==> src/rtl/vmem_ila_pkg.sv <==
// vmem_ila_pkg: instruction encoding, decode and counter saturation helper shared by the vmem ILA model.
package vmem_ila_pkg;

    typedef enum logic [1:0] {NOP, READ, WRITE, SWAP} instr_t;

    // The encoding is chosen so that {wen, ren} maps directly onto the enum.
    function automatic instr_t decode(input logic ren, input logic wen);
        return instr_t'({wen, ren});
    endfunction

    function automatic logic [63:0] cnt_max(input int w);
        return (64'd1 << w) - 64'd1;
    endfunction

endpackage

==> src/rtl/ila_start_counter.sv <==
// ila_start_counter: cycles-since-decode counter, re-armed to 1 on fire and saturating at max.
module ila_start_counter
    import vmem_ila_pkg::*;
#(
    parameter int CNT_W = 8
) (
    input  logic             clk,
    input  logic             rst,
    input  logic             step,
    input  logic             fire,
    output logic [CNT_W-1:0] cnt
);

    localparam logic [CNT_W-1:0] MAX = CNT_W'(cnt_max(CNT_W));

    // Zero means "never decoded" and must not start counting on its own.
    always_ff @(posedge clk) begin
        if (rst)
            cnt <= '0;
        else if (step)
            cnt <= fire ? CNT_W'(1) : (cnt != '0 && cnt != MAX) ? cnt + CNT_W'(1) : cnt;
    end

endmodule

==> src/rtl/vmem_array_rw_ila.sv <==
// vmem_array_rw_ila: instruction-level reference model of a register-file memory with READ/WRITE/SWAP.
module vmem_array_rw_ila
    import vmem_ila_pkg::*;
#(
    parameter int DATA_W    = 8,
    parameter int ADDR_W    = 4,
    parameter int CNT_W     = 8,
    parameter int INIT_ZERO = 1
) (
    input  logic              clk,
    input  logic              rst,
    input  logic              start,
    input  logic              ren,
    input  logic              wen,
    input  logic [ADDR_W-1:0] addr,
    input  logic [DATA_W-1:0] wdata,
    input  logic [ADDR_W-1:0] probe_addr,
    output logic [DATA_W-1:0] probe_data,
    output logic              decode_read,
    output logic              decode_write,
    output logic              decode_swap,
    output logic              valid,
    output logic [DATA_W-1:0] odata,
    output logic [CNT_W-1:0]  cnt_read,
    output logic [CNT_W-1:0]  cnt_write,
    output logic [CNT_W-1:0]  cnt_swap,
    output logic [CNT_W-1:0]  retired
);

    localparam int DEPTH = 2 ** ADDR_W;
    localparam logic [CNT_W-1:0] MAX = CNT_W'(cnt_max(CNT_W));

    logic [DATA_W-1:0] mem [DEPTH];
    instr_t ins;
    logic step;

    assign ins          = decode(ren, wen);
    assign decode_read  = ins == READ;
    assign decode_write = ins == WRITE;
    assign decode_swap  = ins == SWAP;
    assign valid        = 1'b1;
    assign step         = start & valid & ~rst;
    assign probe_data   = mem[probe_addr];

    // ren covers READ and SWAP; the read sees the pre-write value on a SWAP.
    always_ff @(posedge clk) begin
        if (rst) begin
            odata   <= '0;
            retired <= '0;
            if (INIT_ZERO != 0)
                for (int i = 0; i < DEPTH; i++) mem[i] <= '0;
        end else if (step) begin
            if (ren) odata <= mem[addr];
            if (wen) mem[addr] <= wdata;
            if (ins != NOP && retired != MAX) retired <= retired + CNT_W'(1);
        end
    end

    ila_start_counter #(.CNT_W(CNT_W)) u_cnt_read (
        .clk(clk), .rst(rst), .step(step), .fire(decode_read), .cnt(cnt_read)
    );

    ila_start_counter #(.CNT_W(CNT_W)) u_cnt_write (
        .clk(clk), .rst(rst), .step(step), .fire(decode_write), .cnt(cnt_write)
    );

    ila_start_counter #(.CNT_W(CNT_W)) u_cnt_swap (
        .clk(clk), .rst(rst), .step(step), .fire(decode_swap), .cnt(cnt_swap)
    );

endmodule

==> config.mk <==
export PLATFORM = sky130hd
export DESIGN_NAME = vmem_array_rw_ila
export DESIGN_NICKNAME = d
export VERILOG_FILES = /design/src/rtl/vmem_ila_pkg.sv /design/src/rtl/ila_start_counter.sv /design/src/rtl/vmem_array_rw_ila.sv
export SDC_FILE = /design/constraint.sdc
export NUM_CORES = 1
export LEC_CHECK = 0
export ABC_AREA = 0
export BUFFER_PORTS_ARGS = -buffer_cell sky130_fd_sc_hd__clkbuf_2
export CAP_MARGIN = 40
export CORE_AREA = 3 3 119 166
export CTS_CLUSTER_SIZE = 14
export DETAILED_ROUTE_END_ITERATION = 8
export DIE_AREA = 0 0 122 169
export PLACE_DENSITY = 0.77
export SYNTH_ARGS = -nofsm -noshare
export SYNTH_HDL_FRONTEND = slang
export SYNTH_HIERARCHICAL = 1
export SYNTH_SLANG_ARGS = --single-unit
==> constraint.sdc <==
create_clock -name clk -period 6.36 [get_ports clk]
set_clock_uncertainty 0.15 [all_clocks]
set_input_delay 1.908 -clock clk [delete_from_list [all_inputs] [get_ports clk]]
set_output_delay 1.908 -clock clk [all_outputs]
set_load 0.02 [all_outputs]
==> out/metrics.cfg, run 1 <==
[synthesis]
ys_seq_elements=168
synth_nets=703
yosys_warnings=6
mappedNetlistArea_um2=9130
ys_seq_area_frac=0.509
syn_area_per_cell_um2=13.5
ys_types=63
async_reset_ff_frac=0
ys.flop_type=edfxtp_1
synthCells=675
synth_top_family_by_area=multiplexers
synth_compound_area_frac=0.0735
synth_edf_count=128
synthAdderAreaFrac=0.00960
yosys.area_share.simple=0.176
post_synth_xor_area_fraction=0.000960
synth_mux_area_frac=0.194

[placement]
detailed_place_hpwl_um=17800
routabilityCongestion=1.04
port-buffer-count=71
dp_slack_ns=0.652

[global_route]
grtUsageMet3=0.0515
overflow=0
grt_pass1_wl_um=36800
top_usage_layer=met2
use_met1=0.267
met2_usage=0.428
grt_pass1_vias=6241
grt_max_degree=37
gr-usage-all-layers=0.244
grt_antenna_before_repair=1

[routing]
viasPerCell=6.23
routed_wl_um=24100
first_pass_iters=4
wl_per_cell_um=24.2
dr_total_vias=6227
final_antenna_net_count=0
drt_iter0_markers=623
drc=0

[timing]
hold_viol=0
slew_headroom=0.404
tightestPinTransition_ns=0.890
finalCritPeriodShare=0.901
worst_hold_slack_ns=0.322
min_period_ns=5.73
max_freq_mhz=174
finalSetupViolCount=0
fin_ws_ns=0.627
tns_ns=0
slew_violations=0
rsz0062_at_grt=false

[clock_network]
post_cts_buffers=0
cts_buffers=17
cts_hold_buf=0
h-tree-depth=4
clkTransAtPathRegs_ns=0.07
cts.path.max_buffers=2
cts_resized=0
cts_tree=yes
cts.sinks=168
cts-root-buf=clkbuf_16
clk_latency_ns=0.44

[power_and_ir_drop]
p_leak_nw=3.71
power.total_mw=2.60
ir_drop_mv=0.154
power_density_nw_per_um2=253

[min_path]
hold_path_class=reg -> reg

[critical_path]
cp.required_ns=4.30
critPathCaptureType=output port
path_max_fanout=17
crit_type=in -> out
cp.arrival_ns=3.68
critPathLaunchType=input pin

[run_status]
outcome=completed

[floorplanning]
die_w_um=122
coreArea_um2=18500
die_h_um=169
num_rows=59
io_pins=73
die_area_um2=20600
initial_utilization=0.493

[final_layout]
postLayoutCoreUtil=0.555
area_growth_syn_to_layout_pct=12.7
layout.nets=769
fillCellCount=1496
post_route_cells_drive_above_1_share=0.271

[flow_run]
maxCapViolations=0

metal layers:
metal,wire (µm),up-vias
met5,0,-
met4,1620,0
met3,1490,90
met2,12900,304
met1,8100,3069
li1,-,2764
report_power, final:
part           internal (mW)  total (mW)  switching [mW]
combinational          0.118       0.257           0.139
sequential              1.23        1.28          0.0459
clock                  0.571        1.07           0.499
flip-flops by register name (all words and copies together) (netlist names):
| name | count |
|---|---|
| mem | 128 |
| u_cnt_swap/cnt | 8 |
| u_cnt_read/cnt | 8 |
| u_cnt_write/cnt | 8 |
| retired | 8 |
| odata | 8 |
worst paths after layout:
kind / from / cells after the start / slack (ns) / to
worst max-delay path: probe_addr[1] / 5 / 0.63 / probe_data[1]
worst max register to register: u_cnt_write/cnt[0] / 5 / 4.58 / u_cnt_write/cnt[0]
worst min register to register: odata[7] / 2 / 0.32 / odata[7]
worst min-delay path: odata[7] / 2 / 0.32 / odata[7]
per-stage QoR:
| stage | cell area, µm² | instances |
|---|---|---|
| 2_1_floorplan | 9130 | 675 |
| 3_3_place_gp | 9610 | 959 |
| 3_5_place_dp | 9660 | 966 |
| 4_1_cts | 10300 | 998 |
| 5_1_grt | 10300 | 999 |
| 6_report | 10300 | 999 |
placed cells by master (no fill, tap or decap), types with 5 or more instances in the layout:
cell	synthesis	final
and2_1	129	129
edfxtp_1	128	128
clkbuf_2	1	71
mux4_2	57	57
dfxtp_1	40	40
nand2_1	30	30
nor2_1	22	22
clkbuf_16	0	17
inv_1	16	16
nand4_1	15	15
nand3_1	15	15
mux4_1	14	14
o211ai_1	14	14
o21ai_0	13	12
a21oi_1	11	11
buf_4	5	11
nor3_1	10	10
mux2i_1	9	9
a22oi_1	8	8
o21ai_1	6	7
or4_1	7	7
ha_1	7	7
nor2b_1	5	5
clkinv_8	0	5
buf_2	6	5
layout make-up:
class                   instances  area, µm²  share of cell area
multi-input cells             448       4150               0.403
clock inverters                15        199              0.0193
flip-flops and latches        168       4640               0.451
inverters                      17       63.8             0.00620
well taps                     244        305              0.0297
diodes                          1       2.50            0.000243
repair buffers                 89        503              0.0489
clock buffers                  17        425              0.0413
cells in the mapped netlist, drive strengths merged (9+ instances only):
cell | number | area, µm²
nor2 | 25 | 101
nand2 | 30 | 113
clkbuf | 20 | 76.3
mux2i | 9 | 90.1
nor3 | 11 | 60.1
mux4 | 72 | 1680
a21oi | 11 | 55.1
dfxtp | 40 | 801
and2 | 129 | 807
edfxtp | 128 | 3840
o211ai | 14 | 105
o21ai | 19 | 95.1
inv | 16 | 60.1
nand3 | 18 | 105
buf | 22 | 196
nand4 | 18 | 158
critical path, stage by stage:
cell and delay (ns):
clkbuf_2 0.35, buf_4 0.34, mux4_2 0.35, mux4_2 0.53
clkbuf_2 0.18
cells by family after synthesis:
kind of cell / Yosys count
buf+inv: 59
simple gates: 268
compound gates: 90
xor+xnor: 1
mux: 81
fa+ha+maj: 7
flops: 168
other cells: 1
No activity file was read; power rests on OpenSTA's default activity.
==> run 2: changes to the inputs <==
Clock period 6.36 ns to 7.2 ns, I/O delays scaled along.
==> run 2 against run 1 <==
Against the previous run: final cell count increased by 0.40%; via count rose by 2.9%; worst setup slack better by 0.16 ns; non-clock buffer count is 5 higher; sequential share of layout area is 0.088 points lower; sequential power is 13% lower; cell area rose by 0.19%.
==> out/metrics.cfg, run 2 (synthesis gave the netlist of run 1 again) <==
[placement]
port-buffer-count=71  ; unchanged
detailed_place_hpwl_um=18400  ; was 17,800 µm
routabilityCongestion=0.951  ; was 1.04

[power_and_ir_drop]
p_leak_nw=3.73  ; was 3.71 nW
p_switching_mw=0.581  ; was 0.684 mW
ir_drop_mv=0.175  ; was 0.154 mV
p_int_mw=1.72  ; was 1.92 mW
pwr-share-comb=0.101  ; was 0.099
share_seq_of_total_power=0.488  ; was 0.490
switching_share=0.252  ; was 0.263
power_frac_clock=0.411  ; about the same
power_density_nw_per_um2=223  ; was 253 nW/µm²

[flow_run]
maxCapViolations=0  ; unchanged

[floorplanning]
num_rows=59  ; unchanged
die_area_um2=20600  ; unchanged
coreArea_um2=18500  ; unchanged
die_h_um=169  ; unchanged
die_w_um=122  ; unchanged
initial_utilization=0.493  ; unchanged
io_pins=73  ; unchanged

[routing]
dr_total_vias=6405  ; was 6,227
routed_wl_um=25100  ; was 24,100 µm
drc=0  ; unchanged
wl_per_cell_um=25.1  ; was 24.2 µm
first_pass_iters=5  ; was 4
viasPerCell=6.39  ; was 6.23
final_antenna_net_count=0  ; unchanged
drt_iter0_markers=552  ; was 623

[clock_network]
cts.path.max_buffers=2  ; unchanged
cts.sinks=168  ; unchanged
clkTransAtPathRegs_ns=0.07  ; about the same
cts_tree=yes  ; unchanged
clk_latency_ns=0.43  ; was 0.44 ns
h-tree-depth=4  ; unchanged
cts_hold_buf=0  ; unchanged
post_cts_buffers=0  ; unchanged
cts-root-buf=clkbuf_16  ; unchanged
cts_resized=0  ; unchanged
cts_buffers=17  ; unchanged

[critical_path]
r2r_cells=5  ; unchanged
critPathCaptureType=output port  ; unchanged
cp.required_ns=4.89  ; was 4.30 ns
r2r-end=u_cnt_write/cnt[0]  ; unchanged
crit_type=in -> out  ; unchanged
critPathLaunchType=input pin  ; unchanged
critPathLaunch=probe_addr[0]  ; was probe_addr[1]
cp.arrival_ns=4.10  ; was 3.68 ns
endpoint=probe_data[1]  ; unchanged
path_max_fanout=15  ; was 17
r2r-start=u_cnt_write/cnt[0]  ; unchanged
rrSetupSlack_ns=5.39  ; was 4.58 ns

[global_route]
gr-usage-all-layers=0.253  ; was 0.244
grt_pass1_vias=6441  ; was 6,241
overflow=0  ; unchanged
grt_pass1_wl_um=38100  ; was 36,800 µm
grt_antenna_before_repair=0  ; was 1
grt_max_degree=36  ; was 37

[final_layout]
postLayoutCoreUtil=0.556  ; was 0.555
regMostFlops=mem  ; unchanged
layout.nets=774  ; was 769
post_route_cells_drive_above_1_share=0.275  ; was 0.271
layout_common_cells=and2_1, edfxtp_1, clkbuf_2  ; unchanged
mostFrequentLayoutCell=and2_1  ; unchanged
largest_register_ffs=128  ; unchanged
n_antenna_cell=0  ; was 1
area_growth_syn_to_layout_pct=13.0  ; was 12.7%

[run_status]
outcome=completed  ; unchanged

[timing]
max_freq_mhz=156
rsz0062_at_grt=false  ; unchanged
hold_viol=0  ; unchanged
finalCritPeriodShare=0.890
slew_headroom=0.331  ; was 0.404
tightestPinTransition_ns=1.00  ; was 0.890 ns
finalSetupViolCount=0  ; unchanged
tns_ns=0  ; unchanged
min_period_ns=6.41
slew_violations=0  ; unchanged

[min_path]
hold_path_class=reg -> reg  ; unchanged

run 2: worst min path at each step:
stage / endpoint / slack, ns / startpoint / cells after the start
detailed placement: odata[7] / 0.32 / odata[7] / 2
finish: odata[7] / 0.33 / odata[7] / 2
floorplan: odata[0] / 0.40 / odata[0] / 2
global route: odata[7] / 0.36 / odata[7] / 2
CTS: odata[7] / 0.33 / odata[7] / 2
global placement: odata[7] / 0.30 / odata[7] / 2
run 2: cell type report:
type	count	area, µm²
multi-input combinational	448	4150
timing repair buffer	94	544
inverter	17	63.8
clock buffer	17	425
tap	244	305
fill	1485	8220
sequential	168	4640
clock inverter	15	180
run 2: layer usage:
metal  up-vias  routed length [µm]  GRT usage
li1       2785                   -          -
met1      3095                8270      0.278
met2       419               12800      0.434
met3       106                2030     0.0511
met4         0                1990      0.177
met5         -                   0          0
run 2: worst max-delay path, cell delays in order:
cell	delay (ns)
clkbuf_2	0.42
buf_4	0.26
mux4_1	0.59
mux4_2	0.49
clkbuf_2	0.17
run 2: power groups by stage:
stage	clock (mW)	sequential (mW)	combinational [mW]
6_report	0.944	1.12	0.233
5_1_grt	0.994	1.12	0.247
4_1_cts	0.954	1.12	0.232
3_5_place_dp	0	1.14	0.231
3_3_place_gp	0	1.14	0.222
2_1_floorplan	0	1.13	0.161
run 2: metrics by stage:
step	instances	hold WS [ns]	worst slack, ns	area (µm²)	total power [mW]
2_1_floorplan	675	0.404	1.41	9130	1.29
3_3_place_gp	959	0.303	0.829	9600	1.36
3_5_place_dp	971	0.317	0.788	9700	1.37
4_1_cts	1003	0.333	0.787	10300	2.31
5_1_grt	1003	0.360	0.680	10300	2.37
6_report	1003	0.327	0.789	10300	2.30
==> run 3: changes to the inputs <==
Settings changed: CORE_AREA 3 3 119 166 to 3 3 129 181, DIE_AREA 0 0 122 169 to 0 0 132 184, PLACE_DENSITY 0.77 to 0.69, REMOVE_ABC_BUFFERS set to 1.
==> run 3 against run 2 <==
Against the previous run: global-route usage shrank 4.8 points; clock power shrank 6.5%; largest cell class unchanged; critical endpoint is now probe_data[0]; largest power group unchanged; worst hold slack gained 0.0011 ns; register-to-register slack gained 0.02 ns; first-iteration DRC count grew 21%; final cell count grew 5.0%; via count shrank 1.3%; core utilization shrank 8.7 points.
==> out/metrics.cfg, run 3 (synthesis gave the netlist of run 1 again) <==
[critical_path]
r2r-end=u_cnt_swap/cnt[0]  ; was u_cnt_write/cnt[0]
r2r-start=u_cnt_swap/cnt[0]  ; was u_cnt_write/cnt[0]
cp.required_ns=4.89  ; about the same
crit_type=in -> out  ; unchanged
cp.arrival_ns=4.10  ; about the same
r2r_cells=5  ; unchanged
critPathCaptureType=output port  ; unchanged
rrSetupSlack_ns=5.41  ; was 5.39 ns
cp.depth=5  ; unchanged
endpoint=probe_data[0]  ; was probe_data[1]
critPathSlowestCell=mux4_4  ; was mux4_1
path_max_fanout=13  ; was 15
critPathLaunchType=input pin  ; unchanged
critPathLaunch=probe_addr[0]  ; unchanged
cp_cell_sequence=clkbuf_2 > buf_4 > mux4_4 > mux4_2 > clkbuf_2  ; was clkbuf_2 > buf_4 > mux4_1 > mux4_2 > clkbuf_2
slowest_delay_ns=0.65  ; was 0.59 ns
critPathTopFamily=multiplexers  ; unchanged
crit_path_frequent_cell=clkbuf_2  ; unchanged
worst-path-buf-inv=3  ; unchanged

[floorplanning]
coreArea_um2=21900  ; was 18,500 µm²
die_w_um=132  ; was 122 µm
num_rows=64  ; was 59
io_pins=73  ; unchanged
die_h_um=184  ; was 169 µm
initial_utilization=0.418  ; was 0.493
die_area_um2=24300  ; was 20,600 µm²

[run_status]
outcome=completed  ; unchanged

[clock_network]
clk_latency_ns=0.43  ; about the same
cts_tree=yes  ; unchanged
post_cts_buffers=0  ; unchanged
cts.sinks=168  ; unchanged
clkTransAtPathRegs_ns=0.06  ; was 0.07 ns
cts_resized=0  ; unchanged
cts-root-buf=clkbuf_16  ; unchanged
cts_hold_buf=0  ; unchanged
h-tree-depth=4  ; unchanged
cts.path.max_buffers=2  ; unchanged
cts_buffers=17  ; unchanged

[placement]
place_inst=1021  ; was 971
port-buffer-count=71  ; unchanged
detailed_place_hpwl_um=18200  ; was 18,400 µm
routabilityCongestion=0.998  ; was 0.951

[power_and_ir_drop]
power_density_nw_per_um2=218  ; was 223 nW/µm²
ir_drop_mv=0.169  ; was 0.175 mV
p_leak_nw=3.68  ; was 3.73 nW

[routing]
drt_iter0_markers=667  ; was 552
dr_total_vias=6321  ; was 6,405
routed_wl_um=24400  ; was 25,100 µm
drc=0  ; unchanged
wl_per_cell_um=23.2  ; was 25.1 µm
final_antenna_net_count=0  ; unchanged
first_pass_iters=5  ; unchanged
viasPerCell=6.00  ; was 6.39

[global_route]
grt_pass1_wl_um=37400  ; was 38,100 µm
grt_max_degree=37  ; was 36
grt_pass1_vias=6149  ; was 6,441
grt_antenna_before_repair=0  ; unchanged
overflow=0  ; unchanged
gr-usage-all-layers=0.205  ; was 0.253

[final_layout]
layout_common_cells=and2_1, edfxtp_1, clkbuf_2  ; unchanged
area_growth_syn_to_layout_pct=12.5  ; was 13.0%
mostFrequentLayoutCell=and2_1  ; unchanged
regMostFlops=mem  ; unchanged
ff_latch_area_um2=4640  ; unchanged
final_cells=1053  ; was 1,003
largest_register_ffs=128  ; unchanged
layout.nets=771  ; was 774
fillCellCount=1936  ; was 1,485
multi_input_area_um2=4150  ; unchanged
post_route_cells_drive_above_1_share=0.263  ; was 0.275
n_antenna_cell=0  ; unchanged

[timing]
finalSetupViolCount=0  ; unchanged
tns_ns=0  ; unchanged
slew_violations=0  ; unchanged
finalCritPeriodShare=0.891  ; was 0.890
hold_viol=0  ; unchanged
max_freq_mhz=156  ; about the same
min_period_ns=6.41  ; about the same
tightestPinTransition_ns=0.837  ; was 1.00 ns
rsz0062_at_grt=false  ; unchanged
slew_headroom=0.438  ; was 0.331

[min_path]
hold_path_class=reg -> reg  ; unchanged

[flow_run]
maxCapViolations=0  ; unchanged

run 3: cell type report:
type                       instances  area share
clock buffer                      25      0.0485
tap                              297      0.0362
timing repair buffer              91      0.0463
sequential                       168       0.452
clock inverter                     7     0.00670
multi-input combinational        448       0.404
inverter                          17     0.00621
run 3: power breakdown:
group,switching (mW),total (mW),internal (mW)
clock network,0.366,0.883,0.517
registers,0.0438,1.13,1.09
logic,0.125,0.228,0.103
total,0.535,2.24,1.71
run 3: tightest hold or removal path, cell delays in order (launching register included):
cell	delay, ns
dfxtp_1	0.33
nand2_1	0.05
o211ai_1	0.07
run 3: stage by stage:
step                hold slack [ns]  power [mW]  area (µm²)  worst slack (ns)  utilization
floorplan                     0.404        1.26        8850              1.60            -
global placement              0.304        1.37        9630             0.783        0.440
detailed placement            0.311        1.38        9700             0.768        0.444
CTS                           0.326        2.25       10300             0.765        0.470
global route                  0.343        2.31       10300             0.655        0.470
finish                        0.328        2.24       10300             0.788        0.470
run 3: metal layers:
metal  global-route usage  vias to the layer above  share of wire
met3               0.0378                      100          0.073
met4                0.128                        0          0.064
li1                     -                     2763              -
met5                    0                        -              0
met1                0.236                     3055           0.36
met2                0.354                      403           0.51
run 3: worst min path at each step:
stage	slack (ns)	cells after the start	end	start
CTS	0.33	2	odata[7]	odata[7]
global placement	0.30	2	odata[7]	odata[7]
detailed placement	0.31	2	odata[7]	odata[7]
floorplan	0.40	2	odata[0]	odata[0]
finish	0.33	2	odata[7]	odata[7]
global route	0.34	2	odata[7]	odata[7]
